<file path="src/rtl/demux1to4_32bit_buf_pkg.sv">
// Shared types for the buffered 1-to-4 demultiplexer: channel count, select type and
// per-channel occupancy states.
package demux_pkg;

    localparam int unsigned NUM_CH = 4;

    typedef logic [1:0] ch_sel_t;

    typedef enum logic [1:0] {
        CH_EMPTY,
        CH_PARTIAL,
        CH_FULL
    } ch_state_t;

    function automatic logic [NUM_CH-1:0] sel_onehot(input ch_sel_t sel);
        logic [NUM_CH-1:0] w_oh;
        w_oh      = '0;
        w_oh[sel] = 1'b1;
        return w_oh;
    endfunction

endpackage

</file>
<file path="src/rtl/demux1to4_32bit_buf_if.sv">
// Bus bundle for demux1to4_32bit_buf: one input stream, four output channels and,
// when DEMUX_STATS_EN is defined, the per-channel delivery counters.
interface demux1to4_32bit_buf_if
    import demux_pkg::*;
#(
    parameter int unsigned WIDTH = 32,
    parameter int unsigned CNT_W = 16
) ();

    logic [WIDTH-1:0]        in_data;
    ch_sel_t                 in_sel;
    logic                    in_valid;
    logic                    in_ready;
    logic [NUM_CH*WIDTH-1:0] out_data;
    logic [NUM_CH-1:0]       out_valid;
    logic [NUM_CH-1:0]       out_ready;
`ifdef DEMUX_STATS_EN
    logic [NUM_CH*CNT_W-1:0] stat_count;
`endif

    modport master (
        output in_data,
        output in_sel,
        output in_valid,
        output out_ready,
        input  in_ready,
        input  out_data,
        input  out_valid
`ifdef DEMUX_STATS_EN
        ,
        input  stat_count
`endif
    );

    modport slave (
        input  in_data,
        input  in_sel,
        input  in_valid,
        input  out_ready,
        output in_ready,
        output out_data,
        output out_valid
`ifdef DEMUX_STATS_EN
        ,
        output stat_count
`endif
    );

endinterface

</file>
<file path="src/rtl/demux1to4_32bit_buf_chan_fifo.sv">
// Single-channel FIFO for the demultiplexer. Head output shows the oldest entry while
// non-empty and keeps showing the last delivered word once drained.
module demux_chan_fifo
    import demux_pkg::*;
#(
    parameter int unsigned WIDTH      = 32,
    parameter int unsigned FIFO_DEPTH = 2
) (
    input  logic             clk,
    input  logic             reset,
    input  logic             i_push,
    input  logic [WIDTH-1:0] i_data,
    input  logic             i_pop,
    output logic             o_full,
    output logic             o_empty,
    output logic [WIDTH-1:0] o_head
);

    localparam int unsigned     PTR_W   = $clog2(FIFO_DEPTH);
    localparam logic [PTR_W:0]  CNT_MAX = (PTR_W + 1)'(FIFO_DEPTH);

    logic [WIDTH-1:0] r_mem [FIFO_DEPTH];
    logic [PTR_W-1:0] r_wr_ptr;
    logic [PTR_W-1:0] r_rd_ptr;
    logic [PTR_W:0]   r_count;
    logic [WIDTH-1:0] r_last;

    ch_state_t        w_state;
    logic             w_push;
    logic             w_pop;
    logic [PTR_W:0]   w_count_next;

    always_comb begin
        w_state = CH_PARTIAL;
        if (r_count == '0) begin
            w_state = CH_EMPTY;
        end else if (r_count == CNT_MAX) begin
            w_state = CH_FULL;
        end
    end

    assign w_push  = i_push && (w_state != CH_FULL);
    assign w_pop   = i_pop && (w_state != CH_EMPTY);
    assign o_full  = (w_state == CH_FULL);
    assign o_empty = (w_state == CH_EMPTY);

    always_comb begin
        w_count_next = r_count;
        case ({w_push, w_pop})
            2'b10:   w_count_next = r_count + (PTR_W + 1)'(1);
            2'b01:   w_count_next = r_count - (PTR_W + 1)'(1);
            default: w_count_next = r_count;
        endcase
    end

    always_ff @(posedge clk or posedge reset) begin
        if (reset) begin
            for (int i = 0; i < FIFO_DEPTH; i++) begin
                r_mem[i] <= '0;
            end
            r_wr_ptr <= '0;
            r_rd_ptr <= '0;
            r_count  <= '0;
            r_last   <= '0;
        end else begin
            if (w_push) begin
                r_mem[r_wr_ptr] <= i_data;
                r_wr_ptr        <= r_wr_ptr + PTR_W'(1);
            end
            if (w_pop) begin
                r_last   <= r_mem[r_rd_ptr];
                r_rd_ptr <= r_rd_ptr + PTR_W'(1);
            end
            r_count <= w_count_next;
        end
    end

    // Once drained, the slot under r_rd_ptr is stale, so fall back to the last popped word.
    assign o_head = o_empty ? r_last : r_mem[r_rd_ptr];

endmodule

</file>
<file path="src/rtl/demux1to4_32bit_buf.sv">
// Buffered 1-to-4 demultiplexer with one FIFO per output channel.
// Define DEMUX_STATS_EN to add saturating per-channel delivery counters (stat_count).
module demux1to4_32bit_buf
    import demux_pkg::*;
#(
    parameter int unsigned WIDTH      = 32,
    parameter int unsigned FIFO_DEPTH = 2,
    parameter int unsigned CNT_W      = 16
) (
    input logic                   clk,
    input logic                   reset,
    demux1to4_32bit_buf_if.slave  bus
);

    logic [NUM_CH-1:0] w_full;
    logic [NUM_CH-1:0] w_empty;
    logic [NUM_CH-1:0] w_push;
    logic [NUM_CH-1:0] w_pop;
    logic [WIDTH-1:0]  w_head [NUM_CH];
    logic              w_in_ready;

    // Readiness looks only at the addressed FIFO, never at out_ready.
    always_comb begin
        w_in_ready = !w_full[bus.in_sel];
        w_push     = '0;
        if (bus.in_valid && w_in_ready) begin
            w_push = sel_onehot(bus.in_sel);
        end
    end

    assign bus.in_ready  = w_in_ready;
    assign bus.out_valid = ~w_empty;
    assign w_pop         = ~w_empty & bus.out_ready;

    for (genvar k = 0; k < NUM_CH; k++) begin : g_chan
        demux_chan_fifo #(
            .WIDTH      (WIDTH),
            .FIFO_DEPTH (FIFO_DEPTH)
        ) u_fifo (
            .clk     (clk),
            .reset   (reset),
            .i_push  (w_push[k]),
            .i_data  (bus.in_data),
            .i_pop   (w_pop[k]),
            .o_full  (w_full[k]),
            .o_empty (w_empty[k]),
            .o_head  (w_head[k])
        );

        assign bus.out_data[k*WIDTH +: WIDTH] = w_head[k];
    end

`ifdef DEMUX_STATS_EN
    logic [CNT_W-1:0] r_stat [NUM_CH];

    always_ff @(posedge clk or posedge reset) begin
        if (reset) begin
            for (int k = 0; k < NUM_CH; k++) begin
                r_stat[k] <= '0;
            end
        end else begin
            for (int k = 0; k < NUM_CH; k++) begin
                if (w_pop[k] && (r_stat[k] != '1)) begin
                    r_stat[k] <= r_stat[k] + CNT_W'(1);
                end
            end
        end
    end

    for (genvar k = 0; k < NUM_CH; k++) begin : g_stat
        assign bus.stat_count[k*CNT_W +: CNT_W] = r_stat[k];
    end
`endif

endmodule

</file>
<file path="src/flat_wrapper.sv">
// flat-port wrapper written by rule: the top's interface ports become plain ports
module demux1to4_32bit_buf_flat import demux_pkg::*;
#(
    parameter int unsigned WIDTH      = 32,
    parameter int unsigned FIFO_DEPTH = 2,
    parameter int unsigned CNT_W      = 16
)
  (clk, reset, bus_in_data, bus_in_sel, bus_in_valid, bus_out_ready, bus_in_ready, bus_out_data, bus_out_valid);
  demux1to4_32bit_buf_if #(.WIDTH(WIDTH), .CNT_W(CNT_W)) bus_i ();
  input logic clk;
  input logic reset;
  input wire logic [$bits(bus_i.in_data)-1:0] bus_in_data;
  input wire logic [$bits(bus_i.in_sel)-1:0] bus_in_sel;
  input wire logic [$bits(bus_i.in_valid)-1:0] bus_in_valid;
  input wire logic [$bits(bus_i.out_ready)-1:0] bus_out_ready;
  output wire logic [$bits(bus_i.in_ready)-1:0] bus_in_ready;
  output wire logic [$bits(bus_i.out_data)-1:0] bus_out_data;
  output wire logic [$bits(bus_i.out_valid)-1:0] bus_out_valid;
  assign bus_i.in_data = bus_in_data;
  assign bus_i.in_sel = bus_in_sel;
  assign bus_i.in_valid = bus_in_valid;
  assign bus_i.out_ready = bus_out_ready;
  assign bus_in_ready = bus_i.in_ready;
  assign bus_out_data = bus_i.out_data;
  assign bus_out_valid = bus_i.out_valid;
  demux1to4_32bit_buf #(.WIDTH(WIDTH), .FIFO_DEPTH(FIFO_DEPTH), .CNT_W(CNT_W)) u_core (.clk(clk), .reset(reset), .bus(bus_i));
endmodule
</file>
<file path="config.mk">
export PLATFORM = sky130hd
export DESIGN_NAME = demux1to4_32bit_buf_flat
export DESIGN_NICKNAME = d
export VERILOG_FILES = /design/src/rtl/demux1to4_32bit_buf_pkg.sv /design/src/rtl/demux1to4_32bit_buf_if.sv /design/src/rtl/demux1to4_32bit_buf_chan_fifo.sv /design/src/rtl/demux1to4_32bit_buf.sv /design/src/flat_wrapper.sv
export SDC_FILE = /design/constraint.sdc
export NUM_CORES = 1
export LEC_CHECK = 0
export ABC_AREA = 0
export CORE_MARGIN = 2
export CORE_UTILIZATION = 45
export DETAILED_ROUTE_END_ITERATION = 16
export PLACE_DENSITY = 0.7
export SLEW_MARGIN = 20
export SYNTH_ARGS = -nofsm -noshare
export SYNTH_HDL_FRONTEND = slang
export SYNTH_SLANG_ARGS = --single-unit
</file>
<file path="constraint.sdc">
create_clock -name clk -period 17.1 [get_ports clk]
set_input_delay 1.71 -clock clk [delete_from_list [all_inputs] [get_ports clk]]
set_output_delay 1.71 -clock clk [all_outputs]
set_load 0.01 [all_outputs]
</file>
==> flow_summary.toml <==
[timing]
fmax_mhz = 194
hold_violations = 0
period_minus_slack_ns = 5.16
report.final.slew_viol_count = 0
worstMarginPinSlew_ns = 1.13
setup_viol_count_final = 0
slew_headroom_pct = 24.6
fin_ws_ns = 11.94
rsz0062_at_grt = "false"
hold_slack_ns = 0.476
skew_ns = 0.0118
fin_crit_sh_pct = 30.2
tns_ns = 0

[floorplan]
rows = 72
start_util_pct = 45.4
die_y_um = 201
ios = 174
die_width_um = 201
core_mm2 = 0.0385
dieArea_mm2 = 0.0404

[placement]
dp_hpwl_um = 25600
dp_cells = 2068
gp_congestion = 0.746
port_buffers = 173
post-place-ws_ns = 11.93

[global_routing]
grt_pass1_vias = 11337
grt_first_pass_wirelength_um = 63200
grt_max_degree = 97
antenna_found_initial = 1
grtUsageTotal_pct = 19.6
grt.overflow.total = 0

[yosys]
netlist_area_mm2 = 0.0174
yosysSeqAreaShare_pct = 57.4
synth_nets = 1505
ys_types = 29
syn-mean-instance-area_um2 = 11.9
syn_inst = 1460
synth_warnings = 0
ys_ff_latch = 400

[power_and_ir_drop]
ir_drop_v = 0.000116
cellLeakagePower_nw = 9.54
p_total_mw = 4.77
p_per_area_mw_per_mm2 = 225

[setup_path]
path_max_fanout = 6
worst_setup_path_end_kind = "primary output"
crit_path_start_kind = "primary input"
path_class = "in -> out"
required_ns = 15.39
critPathArrivalTime_ns = 3.45

[status]
status = "completed"

[detailed_routing]
drt_wl_total_um = 39500
postRouteAntennaNets = 0
firstDrtPassIters = 5
drc = 0
vias_per_cell = 5.25
drt_iter0_markers = 632
wire_per_inst_um = 18.4
vias = 11280

[min_path]
hold_path_class = "reg -> reg"

[final_layout]
stdcell_count = 2149
syn_to_final_growth_pct = 21.5
nets = 1642
antenna_cells = 0
layout-drive-gt1-share_pct = 22.0

[clocking]
numCtsBuffers = 43
clk_latency_ns = 0.53
htree_levels = 2
cts_tree = "yes"
post_cts_resized = 0
cts_hold_buffers = 0
cts.path.max_buffers = 3
cts-root-buf = "clkbuf_16"
cts_sinks = 400
post_cts_buffers = 0
clk_pin_slew_worst_paths_ns = 0.06

[flow_run]
max_cap_violations = 0
-- area by class of cell --
cell class / instances / area [um2]
Multi-Input combinational cell: 955 / 7060
Fill cell: 3254 / 17300
Tap cell: 518 / 648
Sequential cell: 400 / 10000
Clock inverter: 16 / 218
Inverter: 5 / 26.3
Clock buffer: 63 / 1310
Timing Repair Buffer: 192 / 1910
-- state kept, by name (all words and copies together) (netlist names) --
register	flops
u_core.g_chan.u_fifo.r_count	8
u_core.g_chan.u_fifo.r_rd_ptr	4
u_core.g_chan.u_fifo.r_wr_ptr	4
u_core.g_chan.u_fifo.r_last	128
u_core.g_chan.u_fifo.r_mem	256
-- routing by layer --
metal  share of wire [%]  wire length (um)  vias to the layer above  track usage, %
li1                    -                 -                     5323               -
met1                  44             17200                     5690            25.5
met2                  51             20000                      205            34.4
met3                 3.4              1340                       60            2.86
met4                 2.3               900                        2            5.11
met5               0.033                13                        -               0
-- stage by stage --
stage,util (%),cell area [um2]
4_1_cts,55.0,21100
3_5_place_dp,51.0,19600
2_1_floorplan,-,17400
6_report,55.1,21200
5_1_grt,55.1,21200
3_3_place_gp,51.0,19600
-- cells in the final DEF, fill, tap and decap left out, types with 2 or more instances in the layout --
| master | Yosys | routed |
|---|---|---|
| nand4_1 | 3 | 3 |
| nor4b_4 | 0 | 2 |
| mux2_4 | 30 | 30 |
| buf_16 | 0 | 2 |
| inv_6 | 0 | 2 |
| xor2_1 | 4 | 4 |
| dfrtp_2 | 0 | 4 |
| nand2b_1 | 4 | 4 |
| or2_2 | 4 | 3 |
| nand4b_1 | 2 | 2 |
| mux2i_1 | 128 | 128 |
| clkbuf_16 | 0 | 45 |
| mux2_1 | 7 | 7 |
| mux2_2 | 219 | 219 |
| inv_1 | 5 | 4 |
| nand2_1 | 128 | 128 |
| ha_1 | 4 | 4 |
| nor2_1 | 134 | 133 |
| o21ai_4 | 0 | 4 |
| xnor2_1 | 16 | 16 |
| clkdlybuf4s50_1 | 0 | 173 |
| clkinvlp_4 | 0 | 2 |
| clkbuf_8 | 0 | 12 |
| clkbuf_1 | 56 | 6 |
| dfrtp_1 | 400 | 396 |
| buf_4 | 0 | 17 |
| bufinv_16 | 0 | 5 |
| a21oi_1 | 128 | 128 |
| clkinv_2 | 0 | 7 |
| nand3_1 | 2 | 2 |
| nor2b_1 | 3 | 3 |
| o21ai_0 | 132 | 128 |
-- worst max-delay path: stages --
cell             delay (ns)
clkdlybuf4s50_1        0.60
mux4_1                 0.58
clkdlybuf4s50_1        0.56
-- where the power goes --
part	switching [mW]	total, mW	internal [mW]
Sequential	0.327	1.73	1.41
Combinational	0.928	2.05	1.12
Clock	0.376	0.985	0.609
-- cell usage after synthesis --
| library cell | instances | area [um2] |
|---|---|---|
| o21ai_0 | 132 | 661 |
| a21oi_1 | 128 | 641 |
| or2_2 | 4 | 25.0 |
| dfrtp_1 | 400 | 10000 |
| nand2_1 | 128 | 480 |
| inv_1 | 5 | 18.8 |
| clkbuf_1 | 56 | 210 |
| mux2i_1 | 128 | 1280 |
| or3_1 | 1 | 6.26 |
| nand4_1 | 3 | 18.8 |
| ha_1 | 4 | 50.1 |
| nand2_2 | 1 | 6.26 |
| xnor2_1 | 16 | 140 |
| buf_6 | 3 | 33.8 |
| mux2_2 | 219 | 2470 |
| nand2b_1 | 4 | 25.0 |
| and4_1 | 1 | 8.76 |
| xor2_1 | 4 | 35.0 |
| mux2_1 | 7 | 78.8 |
| nand4b_1 | 2 | 17.5 |
| mux2_4 | 30 | 450 |
| nor4b_2 | 2 | 30.0 |
| nand3_1 | 2 | 10.0 |
| mux4_1 | 1 | 26.3 |
| buf_2 | 27 | 135 |
| nor2b_1 | 3 | 18.8 |
| or4_1 | 1 | 7.51 |
| nor2_1 | 134 | 503 |
| buf_1 | 14 | 52.6 |
-- logic make-up after synthesis --
family / count (synthesis) / synth area share (%)
buffers and inverters: 105 / 2.58
adder cells (fa/ha/maj): 4 / 0.287
AND/OR/NAND/NOR: 286 / 6.63
AO/OA/AOI/OAI: 260 / 7.46
XOR/XNOR: 20 / 1.00
flip-flops: 400 / 57.4
multiplexers: 385 / 24.7
-- worst paths after layout --
path / end / slack [ns] / from / cells after the start
min in group asynchronous: u_core.g_chan[0].u_fifo.r_last[24] / 1.67 / reset / 2
hold reg to reg: u_core.g_chan[1].u_fifo.r_wr_ptr / 0.48 / u_core.g_chan[1].u_fifo.r_wr_ptr / 1
max in group asynchronous: u_core.g_chan[3].u_fifo.r_mem[35] / 13.01 / reset / 4
setup reg to reg: u_core.g_chan[2].u_fifo.r_mem[59] / 14.72 / u_core.g_chan[2].u_fifo.r_count[1] / 3
setup / recovery: bus_in_ready / 11.94 / bus_in_sel[1] / 3
hold / removal: u_core.g_chan[1].u_fifo.r_wr_ptr / 0.48 / u_core.g_chan[1].u_fifo.r_wr_ptr / 1
Power figures use the tool's default switching activity.
